**src/rtl/pipe_stage_skid.sv**
```systemverilog
// Inter-stage pipeline register with valid/ready handshake and a 2-entry skid buffer.
// Carries a control and a data bundle, supports synchronous flush and counts stalled cycles.
module pipe_stage_skid #(
  parameter int CTRL_W = 6,
  parameter int DATA_W = 169,
  parameter int STAT_W = 16
) (
  input  logic              clk,
  input  logic              reset,
  input  logic              flush,
  input  logic              in_valid,
  output logic              in_ready,
  input  logic [CTRL_W-1:0] in_ctrl,
  input  logic [DATA_W-1:0] in_data,
  output logic              out_valid,
  input  logic              out_ready,
  output logic [CTRL_W-1:0] out_ctrl,
  output logic [DATA_W-1:0] out_data,
  output logic [1:0]        occupancy,
  output logic [STAT_W-1:0] stall_cnt
);

  // Handshake: a transfer happens on a rising edge where valid and ready are both high.
  // in_ready and out_valid come straight from registers, so no in_* to out_* paths exist.

  // State encoding equals the number of held entries.
  typedef enum logic [1:0] {
    EMPTY = 2'd0,
    ONE   = 2'd1,
    TWO   = 2'd2
  } state_t;

  localparam logic [STAT_W-1:0] STALL_ONE = {{(STAT_W-1){1'b0}}, 1'b1};
  localparam logic [STAT_W-1:0] STALL_MAX = {STAT_W{1'b1}};

  state_t            state;
  state_t            state_nx;
  logic              main_valid;
  logic              skid_valid;
  logic [CTRL_W-1:0] main_ctrl;
  logic [DATA_W-1:0] main_data;
  logic [CTRL_W-1:0] skid_ctrl;
  logic [DATA_W-1:0] skid_data;
  logic              in_fire;
  logic              out_fire;
  logic              load_main_in;
  logic              load_main_skid;
  logic              load_skid;

  assign main_valid = (state == ONE) || (state == TWO);
  assign skid_valid = (state == TWO);

  assign in_ready = !skid_valid;
  assign in_fire  = in_valid & in_ready;
  assign out_fire = main_valid & out_ready;

  // State register
  always_ff @(posedge clk or posedge reset) begin
    if (reset) begin
      state <= EMPTY;
    end else begin
      state <= state_nx;
    end
  end

  // Next-state logic; flush overrides every transfer into the stage
  always_comb begin
    state_nx = state;
    if (flush) begin
      state_nx = EMPTY;
    end else begin
      case (state)
        EMPTY: begin
          if (in_fire) state_nx = ONE;
        end
        ONE: begin
          if (in_fire && !out_fire) begin
            state_nx = TWO;
          end else if (!in_fire && out_fire) begin
            state_nx = EMPTY;
          end
        end
        TWO: begin
          if (out_fire) state_nx = ONE;
        end
        default: state_nx = EMPTY;
      endcase
    end
  end

  // Datapath load enables; a flushed cycle leaves the data registers stale
  always_comb begin
    load_main_in   = 1'b0;
    load_main_skid = 1'b0;
    load_skid      = 1'b0;
    if (!flush) begin
      case (state)
        EMPTY: begin
          load_main_in = in_fire;
        end
        ONE: begin
          load_main_in = in_fire & out_fire;
          load_skid    = in_fire & ~out_fire;
        end
        TWO: begin
          load_main_skid = out_fire;
        end
        default: begin
          load_main_in = 1'b0;
        end
      endcase
    end
  end

  always_ff @(posedge clk or posedge reset) begin
    if (reset) begin
      main_ctrl <= '0;
      main_data <= '0;
    end else if (load_main_in) begin
      main_ctrl <= in_ctrl;
      main_data <= in_data;
    end else if (load_main_skid) begin
      main_ctrl <= skid_ctrl;
      main_data <= skid_data;
    end
  end

  always_ff @(posedge clk or posedge reset) begin
    if (reset) begin
      skid_ctrl <= '0;
      skid_data <= '0;
    end else if (load_skid) begin
      skid_ctrl <= in_ctrl;
      skid_data <= in_data;
    end
  end

  // Stall counter survives flush so stall statistics span squashes
  always_ff @(posedge clk or posedge reset) begin
    if (reset) begin
      stall_cnt <= '0;
    end else if (main_valid && !out_ready && (stall_cnt != STALL_MAX)) begin
      stall_cnt <= stall_cnt + STALL_ONE;
    end
  end

  assign out_valid = main_valid;
  assign out_ctrl  = main_valid ? main_ctrl : '0;
  assign out_data  = main_data;
  assign occupancy = {1'b0, main_valid} + {1'b0, skid_valid};

endmodule
```
**config.mk**
```make
export PLATFORM = sky130hd
export DESIGN_NAME = pipe_stage_skid
export DESIGN_NICKNAME = d
export VERILOG_FILES = /design/src/rtl/pipe_stage_skid.sv
export SDC_FILE = /design/constraint.sdc
export NUM_CORES = 1
export LEC_CHECK = 0
export ABC_AREA = 1
export CORE_UTILIZATION = 50
export DETAILED_ROUTE_END_ITERATION = 8
export PLACE_DENSITY = 0.85
export SLEW_MARGIN = 0
export SYNTH_ARGS = -nofsm -noshare
export SYNTH_HDL_FRONTEND = slang
export SYNTH_SLANG_ARGS = --single-unit
export TNS_END_PERCENT = 5
```
**constraint.sdc**
```tcl
create_clock -name clk -period 15.4 [get_ports clk]
set_input_delay 2.31 -clock clk [delete_from_list [all_inputs] [get_ports clk]]
set_output_delay 2.31 -clock clk [all_outputs]
set_load 0.01 [all_outputs]
```
==> summary.txt <==
Outcome
  • Status: complete, no violations

Global routing
  • GRT Total Usage: 27.0%
  • Initial antenna violation count: 4
  • Largest net degree at the start of global routing: 176
  • First-pass GRT wire length: about 71000 um
  • Aggregate global routing overflow: 0
  • Vias in the first global route: roughly 14000

Clocking
  • Clock root buffer: clkbuf_16
  • CTS tree: built
  • Clk sinks: 368
  • Worst-skew pair later-pin latency: ~0.53 ns
  • Bufs on Longest Clock Path: 3
  • Hold_buf cts: 0
  • Post_cts resized: 0
  • CTS clk-pin slew, worst paths: 0.06 ns
  • # Post-CTS Setup Buffers: 0
  • Cts bufs inserted: 39
  • Max H-tree Level: 2

Floorplanning
  • Core Area: ~31000 um2
  • Die height: 181 um
  • Initial Utilization: roughly half
  • Total I/O pin count: roughly 380
  • Die Wd: 181 um
  • Number of cell rows: 65
  • Die area: 32600 um2

Hold path
  • Hold depth: 2
  • Hold Path End: out_data[85]
  • Min-delay src: skid_data[85]
  • Worst Hold Class: reg -> reg

Setup path
  • CP arrival: 6.37 ns
  • WS Path Type: in -> reg
  • CP required: ~16 ns
  • Slowest-stage cell, CP: nor2_8
  • Setup crit end kind: flop
  • Critical R2R Launch: state[0]
  • Critical Path Max Stage Delay: 0.99 ns
  • R2R Setup Slk: 10.71 ns
  • CP startpoint kind: input pin
  • Crit-path max FO: 100
  • CP Cell Sequence: clkdlybuf4s50_1, inv_6, nand3_4, nor2_8, buf_4, nand2_1, nand3_1
  • R2R cell count: 11
  • RR Endpoint: out_data[140]
  • Worst setup path startpoint: flush

Flow run
  • Max_cap viols: 0

STA
  • Worst slew margin: 18.0%
  • Final setup fails: 0
  • Setup ws final: 9.49 ns
  • Pins Over Slew Limit: 0
  • Fin. Hold Viols: 0
  • Worst slew pin tran: roughly 1.2 ns
  • Min Tclk post-route: 5.91 ns
  • Unrepaired setup endpoints after global routing: no
  • Total negative slack: 0 ns
  • Achievable Freq: around 170 MHz
  • Skew final: between 0.015 and 0.02 ns
  • Fin crit share: roughly two fifths

Detailed routing
  • Metal-1 WL: 16700 um
  • WL met3: 4180 um
  • Metal2 WL: 21200 um
  • Via Count: 13159
  • Max Used Layer: met4
  • Iteration-0 DRC Markers: 1286
  • Drt total wl: 44300 um
  • Pre-Repair DR Iteration Count: 5
  • WL/cell: between 15 and 20 um
  • DRT antenna net count: 0
  • DRC errors left: 0
  • Vias per cell: 5.77

Logic synthesis
  • Post-synthesis area per instance: 10.4 um2
  • Synth Warn #: 0
  • Yosys cell types: 26
  • Area contributors post-synth: dfrtp_1 58%, nand3_1 17%, mux2_2 12%, nand2_1 6.0%, buf_2 1.9%
  • Post-synthesis sequential area ratio: between 50% and 60%
  • Top-area cell type share of the netlist area: 57.7%
  • Seq cells post-synth: approximately 370
  • Synthesized cell area: 16000 um2
  • Synth Instances: 1538
  • Synth area leader: dfrtp_1
  • Syn nets: 1727

Placement
  • Pre-CTS setup slack: just under 9 ns
  • Placed cell area: roughly 20000 um2
  • RePlAce Congestion: approximately 0.9
  • PortBufs: 374
  • Post-detail-place hpwl: 27100 um

Layout
  • Area of the multi-input gates: 6070 um2
  • Nets: 2033
  • Share of layout cells above drive strength 1: 13.9%
  • Post-layout instance area: 21100 um2
  • Area Growth Syn to Fin: 32.4%
  • FILL cells: between 2000 and 2500
  • Reg area: 9210 um2

Pwr
  • Reg power frac: 41.0%
  • Sw Ratio: 31.3%
  • Cell Pwr Density: 194 nW/um2
  • Int Power: 2.82 mW
  • Share of total power in the clock network: 25.0%
  • Sw Pwr: 1.29 mW
  • Peak VDD IR: 0.000142 V
  • Leak pwr: 9.28 nW
  • Comb pwr share: 34.0%
==> critical path, delay by kind of cell <==
kind	cells	cell delay [ns]
AND/OR/NAND/NOR	4	1.83
buffers and inverters	3	2.07
==> area by class of cell <==
type	count	share of cell area (%)
flip-flops and latches	368	43.6
multi-input cells	1026	28.7
repair buffers	383	18.1
clock buffers	55	5.29
well taps	402	2.38
clock inverters	16	1.40
inverters	26	0.521
diodes	4	0.0474
==> sequential cells by signal (all words and copies together) (netlist names) <==
signal / count
stall_cnt: 16
skid_data: 169
state: 2
main_ctrl: 6
skid_ctrl: 6
out_data: 169
==> logic make-up after synthesis <==
logic type | after synthesis | synth area share [%]
multiplexers | 175 | 12.3
buffers and inverters | 144 | 4.54
flip-flops | 368 | 57.7
adder cells (fa/ha/maj) | 9 | 0.705
XOR/XNOR | 7 | 0.384
AO/OA/AOI/OAI | 9 | 0.306
AND/OR/NAND/NOR | 826 | 24.0
==> placed cells by master (no fill, tap or decap), types with 2 or more instances in the layout <==
master | Yosys | final
nand2_2 | 3 | 2
ha_1 | 9 | 9
bufinv_16 | 0 | 8
clkdlybuf4s50_1 | 0 | 374
xnor2_1 | 6 | 6
clkinv_2 | 0 | 6
nor3_1 | 2 | 2
nand2_1 | 256 | 256
nand3_4 | 1 | 2
diode_2 | 0 | 4
mux2_2 | 175 | 175
nand3_1 | 534 | 533
inv_6 | 0 | 2
inv_2 | 5 | 4
clkbuf_1 | 26 | 9
dfrtp_1 | 368 | 368
nand4_1 | 7 | 7
inv_1 | 21 | 20
nand2_8 | 0 | 2
o21ai_0 | 8 | 8
buf_4 | 21 | 8
clkbuf_8 | 0 | 6
clkbuf_16 | 0 | 40
nor2_1 | 19 | 19
==> per-stage QoR <==
stage / hold WS, ns / power [mW] / instances / utilization [%]
finish: 0.467 / 4.11 / 2280 / 67.2
floorplan: 0.460 / 2.37 / 1538 / -
global placement: 0.463 / 3.01 / 2205 / 62.6
global route: 0.499 / 4.32 / 2280 / 67.2
CTS: 0.475 / 4.13 / 2276 / 67.1
detailed placement: 0.471 / 3.08 / 2205 / 62.6
==> cell usage after synthesis <==
library cell / instances
buf_6: 2
buf_2: 60
inv_2: 5
buf_1: 5
o21ai_0: 8
nor2_2: 1
o21ai_2: 1
xnor2_1: 6
nand4_1: 7
nand3_4: 1
nand3_1: 534
nor3_1: 2
nand2_4: 1
buf_4: 21
nor2_8: 1
xor2_1: 1
clkbuf_1: 26
dfrtp_1: 368
nor2b_1: 1
ha_1: 9
mux2_2: 175
nor2_1: 19
nand2_1: 256
inv_1: 21
clkbuf_4: 4
nand2_2: 3
==> per-layer routing <==
metal	GRT usage, %	vias up
met3	8.32	127
met1	32.4	6526
met5	0	-
met2	44.1	592
met4	13.4	0
li1	-	5914
==> power groups by stage <==
stage               combinational [mW]  sequential [mW]  clock (mW)
detailed placement                1.39             1.69           0
global placement                  1.35             1.67           0
global route                      1.51             1.73        1.08
finish                            1.40             1.68        1.03
CTS                               1.41             1.68        1.04
floorplan                        0.640             1.73           0
==> worst max path at each step <==
stage / to / slack [ns] / depth (start not counted)
3_3_place_gp: out_data[100] / 8.95 / 7
2_1_floorplan: main_ctrl[0] / 2.87 / 1
5_1_grt: out_data[155] / 9.21 / 7
6_report: out_data[140] / 9.49 / 7
4_1_cts: out_data[96] / 9.42 / 7
3_5_place_dp: out_data[105] / 8.89 / 7
Note: power is estimated with default switching activity, not from simulation.
